[config.mk]
export PLATFORM = sky130hd
export DESIGN_NAME = alu_nibble_seq
export DESIGN_NICKNAME = d
export VERILOG_FILES = /design/src/rtl/alu_nibble_seq.sv
export SDC_FILE = /design/constraint.sdc
export NUM_CORES = 1
export LEC_CHECK = 0
export ABC_AREA = 1
export BUFFER_PORTS_ARGS = -buffer_cell sky130_fd_sc_hd__buf_4
export CAP_MARGIN = 20
export CORE_MARGIN = 2
export CORE_UTILIZATION = 39
export DETAILED_ROUTE_END_ITERATION = 6
export PLACE_DENSITY = 0.69
export SLEW_MARGIN = 30
export SYNTH_ARGS = -nofsm -noshare
export SYNTH_HDL_FRONTEND = slang
export SYNTH_SLANG_ARGS = --single-unit
[constraint.sdc]
create_clock -name clk -period 4.1 [get_ports clk]
set_clock_uncertainty 0.15 [all_clocks]
set_input_delay 0.205 -clock clk [delete_from_list [all_inputs] [get_ports clk]]
set_output_delay 0.205 -clock clk [all_outputs]
set_load 0.05 [all_outputs]
[src/rtl/alu_nibble_seq.sv]
// alu_nibble_seq
//   Multi-cycle integer ALU for the CPU execute stage. Operands are WIDTH bits
//   wide and are processed NPC nibbles per clock, LSB first. The carry/borrow
//   between steps is held in a register. A IDLE/RUN/DONE sequencer controls the
//   work, and both sides use a valid/ready handshake.
//
//   Parameters: WIDTH (operand width, default 8), NPC (nibbles per step, default 1).
//   WIDTH must be a nonzero multiple of 4*NPC. STEPS = WIDTH/(4*NPC).
//
//   Ports:
//     clk, rst             clock; synchronous active-high reset
//     in_valid / in_ready  request handshake (in_ready only in IDLE, low during rst)
//     op_code              0 ADD,1 ADC,2 SUB,3 SBC,4 AND,5 XOR,6 OR,7 CP,8 INC,9 DEC,A DAA
//     op_a, op_b           operands
//     flags_in             {Z,N,H,C} current flags
//     out_valid/out_ready  result handshake (out_valid in DONE)
//     result, flags_out    result and next {Z,N,H,C}, held until accepted
//     busy                 high in RUN or DONE
//
//   Build option: define ALU_NIBBLE_DAA_EN to build DAA (op A). If it is not
//   defined, op A is treated like the other unsupported codes: result=op_b and
//   flags_out=flags_in.
module alu_nibble_seq #(
  parameter int unsigned WIDTH = 8,
  parameter int unsigned NPC   = 1
) (
  input  logic             clk,
  input  logic             rst,
  input  logic             in_valid,
  output logic             in_ready,
  input  logic [3:0]       op_code,
  input  logic [WIDTH-1:0] op_a,
  input  logic [WIDTH-1:0] op_b,
  input  logic [3:0]       flags_in,
  output logic             out_valid,
  input  logic             out_ready,
  output logic [WIDTH-1:0] result,
  output logic [3:0]       flags_out,
  output logic             busy
);

  localparam int unsigned CW    = 4 * NPC;
  localparam int unsigned STEPS = (NPC == 0) ? 1 : WIDTH / (4 * NPC);
  localparam int unsigned SW    = (STEPS > 1) ? $clog2(STEPS) : 1;
  localparam logic [SW-1:0] LAST_STEP = SW'(STEPS - 1);

  if (NPC == 0 || WIDTH == 0 || (WIDTH % (4 * NPC)) != 0) begin : g_bad_cfg
    $error("alu_nibble_seq: WIDTH must be a nonzero multiple of 4*NPC");
  end

  typedef enum logic [1:0] {S_IDLE, S_RUN, S_DONE} state_e;

  typedef enum logic [3:0] {
    OP_ADD = 4'h0, OP_ADC = 4'h1, OP_SUB = 4'h2, OP_SBC = 4'h3,
    OP_AND = 4'h4, OP_XOR = 4'h5, OP_OR  = 4'h6, OP_CP  = 4'h7,
    OP_INC = 4'h8, OP_DEC = 4'h9, OP_DAA = 4'hA
  } op_e;

  state_e           state, state_nxt;
  logic [SW-1:0]    step;
  logic             last;
  logic             accept;

  logic [3:0]       op_q;
  logic [3:0]       fl_q;
  logic [WIDTH-1:0] a_sh, b_sh, res_sh;
  logic             c_q, h_q, z_q;

  logic [CW-1:0]    chunk_res, chunk_z;
  logic             carry, h_nxt, is_sub, z_fin;
  logic [3:0]       an, bn, rn, zn;
  logic [4:0]       t5;
  logic [WIDTH-1:0] res_next;
  logic [3:0]       flags_nxt;
  logic             cin_load;
  logic [WIDTH-1:0] a_load, b_load;

  // ---------------- FSM ----------------
  always_ff @(posedge clk) begin
    if (rst) state <= S_IDLE;
    else     state <= state_nxt;
  end

  always_comb begin
    state_nxt = state;
    in_ready  = 1'b0;
    out_valid = 1'b0;
    busy      = 1'b0;
    unique case (state)
      S_IDLE: begin
        in_ready = !rst;
        if (in_valid && !rst) state_nxt = S_RUN;
      end
      S_RUN: begin
        busy = 1'b1;
        if (last) state_nxt = S_DONE;
      end
      S_DONE: begin
        busy      = 1'b1;
        out_valid = 1'b1;
        if (out_ready) state_nxt = S_IDLE;
      end
      default: state_nxt = S_IDLE;
    endcase
  end

  assign accept = in_ready && in_valid;
  assign last   = (step == LAST_STEP);
  assign is_sub = (op_q == OP_SUB) || (op_q == OP_SBC) ||
                  (op_q == OP_CP)  || (op_q == OP_DEC);

  // ---------------- Operand loading ----------------
  // INC and DEC are both done as a plain nibble add/subtract. INC uses b=0 and
  // carry-in=1. DEC uses b=1 and carry-in=0, so the carry-in rule stays the same
  // for every op.
  always_comb begin
    cin_load = 1'b0;
    a_load   = op_a;
    b_load   = op_b;
    if (op_code == OP_INC) begin
      b_load   = '0;
      cin_load = 1'b1;
    end else if (op_code == OP_DEC) begin
      b_load   = WIDTH'(1);
    end else if (op_code == OP_ADC || op_code == OP_SBC) begin
      cin_load = flags_in[0];
    end
  end

`ifdef ALU_NIBBLE_DAA_EN
  // The BCD adjust needs the whole low byte at once, so it is computed when the
  // request is accepted. The RUN steps then only stream the adjusted value and
  // build Z. The adjusted carry is stored in c_q.
  logic [7:0] daa_a, daa_corr, daa_r;
  logic       daa_c;

  always_comb begin
    daa_a    = 8'(op_a);
    daa_corr = '0;
    daa_c    = flags_in[0];
    if (!flags_in[2]) begin
      if (flags_in[0] || daa_a > 8'h99) begin
        daa_corr[7:4] = 4'h6;
        daa_c         = 1'b1;
      end
      if (flags_in[1] || daa_a[3:0] > 4'd9) daa_corr[3:0] = 4'h6;
      daa_r = daa_a + daa_corr;
    end else begin
      if (flags_in[0]) daa_corr[7:4] = 4'h6;
      if (flags_in[1]) daa_corr[3:0] = 4'h6;
      daa_r = daa_a - daa_corr;
    end
  end
`endif

  // ---------------- Nibble datapath ----------------
  always_comb begin
    carry     = c_q;
    h_nxt     = h_q;
    chunk_res = '0;
    chunk_z   = '0;
    an        = '0;
    bn        = '0;
    rn        = '0;
    zn        = '0;
    t5        = '0;
    for (int unsigned i = 0; i < NPC; i++) begin
      an = a_sh[4*i +: 4];
      bn = b_sh[4*i +: 4];
      if (is_sub) t5 = {1'b0, an} - {1'b0, bn} - {4'b0, carry};
      else        t5 = {1'b0, an} + {1'b0, bn} + {4'b0, carry};
      case (op_q)
        OP_ADD, OP_ADC, OP_SUB, OP_SBC, OP_INC, OP_DEC: begin
          rn    = t5[3:0];
          zn    = t5[3:0];
          carry = t5[4];
          if (step == '0 && i == 0) h_nxt = t5[4];
        end
        OP_CP: begin
          rn    = an;
          zn    = t5[3:0];
          carry = t5[4];
          if (step == '0 && i == 0) h_nxt = t5[4];
        end
        OP_AND: begin rn = an & bn; zn = rn; end
        OP_XOR: begin rn = an ^ bn; zn = rn; end
        OP_OR:  begin rn = an | bn; zn = rn; end
`ifdef ALU_NIBBLE_DAA_EN
        OP_DAA: begin rn = an; zn = an; end
`endif
        default: begin rn = bn; zn = bn; end
      endcase
      chunk_res[4*i +: 4] = rn;
      chunk_z[4*i +: 4]   = zn;
    end
  end

  // The result fills in from the top. After STEPS shifts, nibble 0 is at bit 0.
  assign res_next = WIDTH'({chunk_res, res_sh} >> CW);
  assign z_fin    = !(z_q || (|chunk_z));

  always_comb begin
    flags_nxt = fl_q;
    case (op_q)
      OP_ADD, OP_ADC, OP_SUB, OP_SBC, OP_CP:
        flags_nxt = {z_fin, is_sub, h_nxt, carry};
      OP_INC, OP_DEC:
        flags_nxt = {z_fin, is_sub, h_nxt, fl_q[0]};
      OP_AND:         flags_nxt = {z_fin, 3'b010};
      OP_XOR, OP_OR:  flags_nxt = {z_fin, 3'b000};
`ifdef ALU_NIBBLE_DAA_EN
      OP_DAA:         flags_nxt = {z_fin, fl_q[2], 1'b0, c_q};
`endif
      default:        flags_nxt = fl_q;
    endcase
  end

  always_ff @(posedge clk) begin
    if (rst) begin
      step      <= '0;
      op_q      <= '0;
      fl_q      <= '0;
      a_sh      <= '0;
      b_sh      <= '0;
      res_sh    <= '0;
      c_q       <= 1'b0;
      h_q       <= 1'b0;
      z_q       <= 1'b0;
      result    <= '0;
      flags_out <= '0;
    end else if (accept) begin
      step   <= '0;
      op_q   <= op_code;
      fl_q   <= flags_in;
      a_sh   <= a_load;
      b_sh   <= b_load;
      res_sh <= '0;
      c_q    <= cin_load;
      h_q    <= 1'b0;
      z_q    <= 1'b0;
`ifdef ALU_NIBBLE_DAA_EN
      if (op_code == OP_DAA) begin
        a_sh <= WIDTH'(daa_r);
        c_q  <= daa_c;
      end
`endif
    end else if (state == S_RUN) begin
      a_sh   <= a_sh >> CW;
      b_sh   <= b_sh >> CW;
      res_sh <= res_next;
      c_q    <= carry;
      h_q    <= h_nxt;
      z_q    <= z_q || (|chunk_z);
      if (last) begin
        step      <= '0;
        result    <= res_next;
        flags_out <= flags_nxt;
      end else begin
        step <= step + SW'(1);
      end
    end
  end

endmodule
# --- Word level (Yosys, flattened, before mapping) ---
# Cells that the tools add are included.
# Widths: inputs -> output; s select.
op_classes:
  bitwise_logic: 4
  addsub: 5
  reduce_logical: 22
  shift: 0
  order_cmp: 0
  eq_ne: 18
  n_mul: 0
  div: 0
  mux: 26
op_table:
  columns: ["operator", "n"]
  rows:
  - ["$mux 8", 6]
  - ["$pmux 4 s4", 2]
  - ["$pmux 4 s5", 1]
  - ["$eq 4x3->1 const B", 4]
  - ["$eq 4x4->1 const B", 4]
  - ["$eq 4x2->1 const B", 3]
  - ["$mux 1", 12]
  - ["$eq 4x1->1 const B", 2]
  - ["$reduce_or 2->1", 4]
  - ["$reduce_or 7->1", 1]
  - ["$mux 2", 3]
  - ["$ne 2x2->1 const B", 3]
  - ["$pmux 2 s3", 1]
  - ["$reduce_and 3->1", 2]
  - ["$reduce_or 6->1", 1]
  - ["$add 4x4->5", 1]
  - ["$add 5x1->5", 1]
  - ["$logic_or 1x1->1", 5]
  - ["$mux 5", 1]
  - ["$reduce_or 5->1", 1]
  - ["$sub 4x4->5", 1]
  - ["$sub 5x1->5", 1]
  - ["$and 4x4->4", 1]
  - ["$logic_not 4->1", 1]
  - ["11 further kinds", 13]
totals:
  out_inout_bits: 15
  latch_bits: 0
  ramBits: 0
  inputBits: 28
  wordCells: 87
  rom_bits: 0
  regBits: 50
  n_memories: 0

# --- Logic depth before layout (Yosys ltp) ---
logic_depth:
  depth_word: 10
  ltp_mapped: 14
  mapped_depth_nobuf: 14

# --- Least setup slack after synthesis ---
# Ideal clock, no wire load.
synth_timing:
  path_kind: "register -> register"
  start: "register b_sh[0]"
  end: "register flags_out[1]"
  path_stages_with_launch: 15
  n_path_buf: 0
  t_arrival_ns: 2.031
  path_slack_ns: 1.852
  setup_time_ns: 0.067
  path_cell_list: "dfxtp_1 inv_1 fa_1 fa_1 inv_1 nand2_1 nand2_1 nand2_1 nand2_1 nand3_1 nand3_1 o21ai_2 o21ai_2 nand2_1 a21oi_2"
synth_between:
  elab_chain_cells: 6
  word_cells_on_any_way: 8
  classes_between: "add/sub (4); mux (4)"
synth_rtl:
  columns: ["element", "line", "source"]
  rows:
  - ["start, declared", "66", "logic [WIDTH-1:0] a_sh, b_sh, res_sh;"]
  - ["start signal, assigned", "236", "b_sh <= b_load;"]
  - ["start signal, assigned", "249", "b_sh <= b_sh >> CW;"]
  - ["$add 4x4->5 or $sub 4x4->5 (tied branches)", "171, 170", null]
  - ["$add 5x1->5 or $sub 5x1->5 (tied branches)", "171, 170", null]
  - ["$mux 5 *", "170", "if (is_sub) t5 = {1'b0, an} - {1'b0, bn} - {4'b0, carry};"]
  - ["$mux 1 *", "177, 183", null]
  - ["$mux 1 *", null, null]
  - ["$pmux 4 s4 *", "204", "case (op_q)"]
  - ["end signal, assigned", "257", "flags_out <= flags_nxt;"]
  - ["end, declared", "38", "output logic [3:0] flags_out,"]
# Every way passes the cells marked *; elsewhere a longest branch is shown, timed or not.
# A chain may end at the register's enable or synchronous reset.

# --- Worst setup path in the final report ---
layout_timing:
  start: "register state[0]"
  end: "register flags_out[1]"
layout_between:
  elab_chain_cells: 5
  word_cells_on_any_way: 6
  classes_between: "eq/ne (1); mux (1); bitwise (1); reduce/logical (3)"
layout_rtl:
  columns: ["element", "line", "source"]
  rows:
  - ["start, declared", "59", "state_e state, state_nxt;"]
  - ["start signal, assigned", "81", "else state <= state_nxt;"]
  - ["$logic_not 2->1", "89", "unique case (state)"]
  - ["$mux 1", "89", null]
  - ["$logic_and 1x1->1", "107", "assign accept = in_ready && in_valid;"]
  - ["$not 1->1 (no source line)", null, null]
  - ["$reduce_and 3->1 (no source line) *", null, null]
# Marked as above.

==> insert_results.sql <==
INSERT INTO impl_metrics (metric_group, metric, value, unit) VALUES
('run_status', 'run_status', 'finished, final reports clean', ''),
('power', 'power_switching', '910', 'uW'),
('sta', 'timing.slew.headroom', '56.2', '%'),
('power', 'sw_frac_of_total', '47.2', '%'),
('synth', 'synthTopCellsByCount', 'sky130_fd_sc_hd__nand2_1 (68), sky130_fd_sc_hd__inv_1 (56), sky130_fd_sc_hd__dfxtp_1 (46)', ''),
('route', 'drt-total-wl', '6920', 'um'),
('power', 'worst_supply_voltage_drop_on_vdd', '0.359', 'mV'),
('critical_path', 'worst-setup-path-type', 'reg2reg', ''),
('flow_run', 'maxCapViolCount', '0', ''),
('floorplan', 'placeableCoreArea', '0.00676', 'mm2'),
('sta', 'max_clock_freq', '385', 'MHz'),
('route', 'detail_route.vias_per_cell', '5.16', ''),
('sta', 'rsz0062_at_grt', 'false', ''),
('power', 'power_frac_comb', '53.0', '%'),
('power', 'pwr_density', '602', 'mW/mm2'),
('global_routing', 'grt_pass1_wl', '11800', 'um'),
('synth', 'syn_avg_cell_area', '7.27', 'um2'),
('synth', 'ys_seq_area_share', '33.9', '%'),
('sta', 'finalSetupViolations', '0', ''),
('critical_path', 'critPathLaunchType', 'flip-flop', ''),
('clock_network', 'cts_setup_buffers', '0', ''),
('floorplan', 'initial_cell_density_of_the_core', '40.2', '%'),
('route', 'route.detailed.drc', '0', ''),
('route', 'routedWlPerCell', '13.9', 'um'),
('place', 'placed_cells', '485', ''),
('synth', 'synth-edff-count', '0', ''),
('global_routing', 'grt_util_all_layers', '19.5', '%'),
('cells_and_area', 'layout-drive-gt1-share', '17.0', '%'),
('floorplan', 'die_height', '87.5', 'um'),
('synth', 'yosysWarningCount', '0', ''),
('synth', 'synthesis.area', '0.00272', 'mm2'),
('clock_network', 'clockBufferDepth', '2', ''),
('route', 'final_antenna_net_count', '0', ''),
('power', 'internal_power', '1020', 'uW'),
('synth', 'synthMostInstantiatedCell', 'sky130_fd_sc_hd__nand2_1', ''),
('floorplan', 'floorplan.die_area', '0.00765', 'mm2'),
('place', 'gp_routability_congestion', '1.00', ''),
('route', 'num_vias', '2566', ''),
('clock_network', 'clk_latency', '0.30', 'ns'),
('floorplan', 'die_w', '87.5', 'um'),
('floorplan', 'io_pins', '43', ''),
('critical_path', 'timing.critical_path.to_type', 'flip-flop', ''),
('synth', 'async_set_or_reset_flop_fraction_in_the_synthesized_netlist', '0', '%'),
('clock_network', 'ctsRootBufferMaster', 'sky130_fd_sc_hd__clkbuf_8', ''),
('critical_path', 'critical_path_peak_fanout', '15', ''),
('global_routing', 'first_global_vias', '2537', ''),
('clock_network', 'clock_tree_from_tritoncts', 'yes', ''),
('critical_path', 'critical_path_arrival', '2.69', 'ns'),
('synth', 'main_synth_ff_type', 'sky130_fd_sc_hd__dfxtp_1', ''),
('critical_path', 'worstPathRequired', '4.19', 'ns'),
('power', 'leakagePower', '0.00155', 'uW'),
('cells_and_area', 'postLayoutCoreUtil', '47.4', '%'),
('sta', 'timing.setup.tns', '0', 'ns'),
('cells_and_area', 'area_growth_syn_to_layout', '17.8', '%'),
('synth', 'synth_nets', '424', ''),
('power', 'power.sequential.fraction', '32.9', '%'),
('synth', 'post_synth_inst_count', '374', ''),
('place', 'portBuffers', '42', ''),
('clock_network', 'tritoncts_num_sinks', '46', ''),
('clock_network', 'clk_pin_slew', '0.09', 'ns'),
('synth', 'post_synth_main_area_contributors', 'sky130_fd_sc_hd__dfxtp_1 (34%), sky130_fd_sc_hd__nand2_1 (9.4%), sky130_fd_sc_hd__ha_1 (8.3%), sky130_fd_sc_hd__inv_1 (7.7%), sky130_fd_sc_hd__o21ai_0 (6.1%)', ''),
('place', 'hpwlAfterDp', '5380', 'um'),
('sta', 'worst-slew-pin-transition', '0.654', 'ns'),
('route', 'drt_first_iter_violations', '157', ''),
('global_routing', 'grt_start_max_net_pins', '20', ''),
('power', 'clockPowerShare', '14.1', '%'),
('global_routing', 'antenna_violations_before_repair', '0', ''),
('global_routing', 'sum_of_overflow_across_all_layers_after_global_routing', '0', ''),
('cells_and_area', 'count_of_antenna_diodes_in_the_layout', '0', ''),
('route', 'firstDrtPassIters', '4', ''),
('synth', 'post_synth_num_cell_types', '35', '');
-- cells by family after synthesis --
logic type / Yosys count / synth area share (%)
fa+ha+maj: 22 / 11.2
xor+xnor: 2 / 0.645
compound gates: 89 / 19.9
buf+inv: 72 / 10.5
flops: 46 / 33.9
simple gates: 143 / 23.8
-- worst max-delay path, cell delays in order, from the launching register on --
cell and delay (ns):
sky130_fd_sc_hd__dfxtp_1 0.34, sky130_fd_sc_hd__inv_1 0.08, sky130_fd_sc_hd__ha_1 0.21, sky130_fd_sc_hd__inv_1 0.07, sky130_fd_sc_hd__nor2_2 0.05, sky130_fd_sc_hd__nand2_2 0.23
sky130_fd_sc_hd__nand2_1 0.11, sky130_fd_sc_hd__nor2_1 0.53, sky130_fd_sc_hd__inv_1 0.37, sky130_fd_sc_hd__a21oi_1 0.21, sky130_fd_sc_hd__nand2_1 0.09, sky130_fd_sc_hd__a21oi_2 0.11
-- stage by stage --
stage | instance area [um2] | hold WS [ns] | setup WS [ns] | power, uW
after CTS | 3200 | 0.00256 | 1.52 | 1930
final | 3200 | 0.00618 | 1.50 | 1930
after global placement | 3080 | 0.254 | 1.64 | 1630
after floorplan | 2720 | 0.168 | 1.85 | 1390
after global routing | 3200 | 0.00959 | 1.07 | 2100
after detailed placement | 3080 | 0.266 | 1.53 | 1650
-- registers in the layout, indices dropped and copies added, names as in the netlist --
register / flops
res_sh: 4
c_q: 1
b_sh: 8
h_q: 1
fl_q: 4
result: 8
last: 1
flags_out: 4
op_q: 4
a_sh: 8
z_q: 1
state: 2
-- cell type report --
type / count / area [um2]
sequential: 46 / 921
timing repair buffer: 46 / 355
multi-input combinational: 256 / 1510
inverter: 61 / 229
clock inverter: 2 / 13.8
fill: 675 / 3550
clock buffer: 6 / 72.6
tap: 80 / 100
-- final timing paths --
check | from | end | slack [ns] | cells after the start
min | op_code[2] | op_q[2]$_SDFFE_PP0P_ | 0.006 | 3
max reg2reg | state[0]$_SDFFE_PP0P_ | flags_out[1]$_SDFFE_PP0P_ | 1.50 | 11
min reg2reg | a_sh[4]$_SDFFE_PP0P_ | a_sh[4]$_SDFFE_PP0P_ | 0.31 | 2
max | state[0]$_SDFFE_PP0P_ | flags_out[1]$_SDFFE_PP0P_ | 1.50 | 11
-- layout by cell type (no fill, tap or decap), drive strengths merged, types with 6 or more instances in the layout --
master and instances:
inv 60, o21ai 38, ha 18, nand3 34, clkbuf 6, nand2 71
buf 42, dfxtp 46, a21oi 24, o21bai 8, nor2 33
-- metal layers --
layer / part of all wire [%] / track usage (%)
met1: 46 / 25.1
met2: 46 / 31.5
met3: 4.8 / 3.70
met4: 3.8 / 8.95
met5: 0 / 0
-- power groups by stage --
stage / Combinational (uW) / Sequential (uW) / Clock, uW
2_1_floorplan: 740 / 653 / 0
3_3_place_gp: 989 / 639 / 0
3_5_place_dp: 1010 / 642 / 0
4_1_cts: 1020 / 632 / 279
5_1_grt: 1160 / 650 / 297
6_report: 1020 / 634 / 272
-- what timing repair did --
item,in CTS,in global routing
hold buffers,4,0
hold endpoints to repair,4,0
setup endpoints to repair,0,0
resized for setup,0,0
Power figures use the tool's default switching activity.
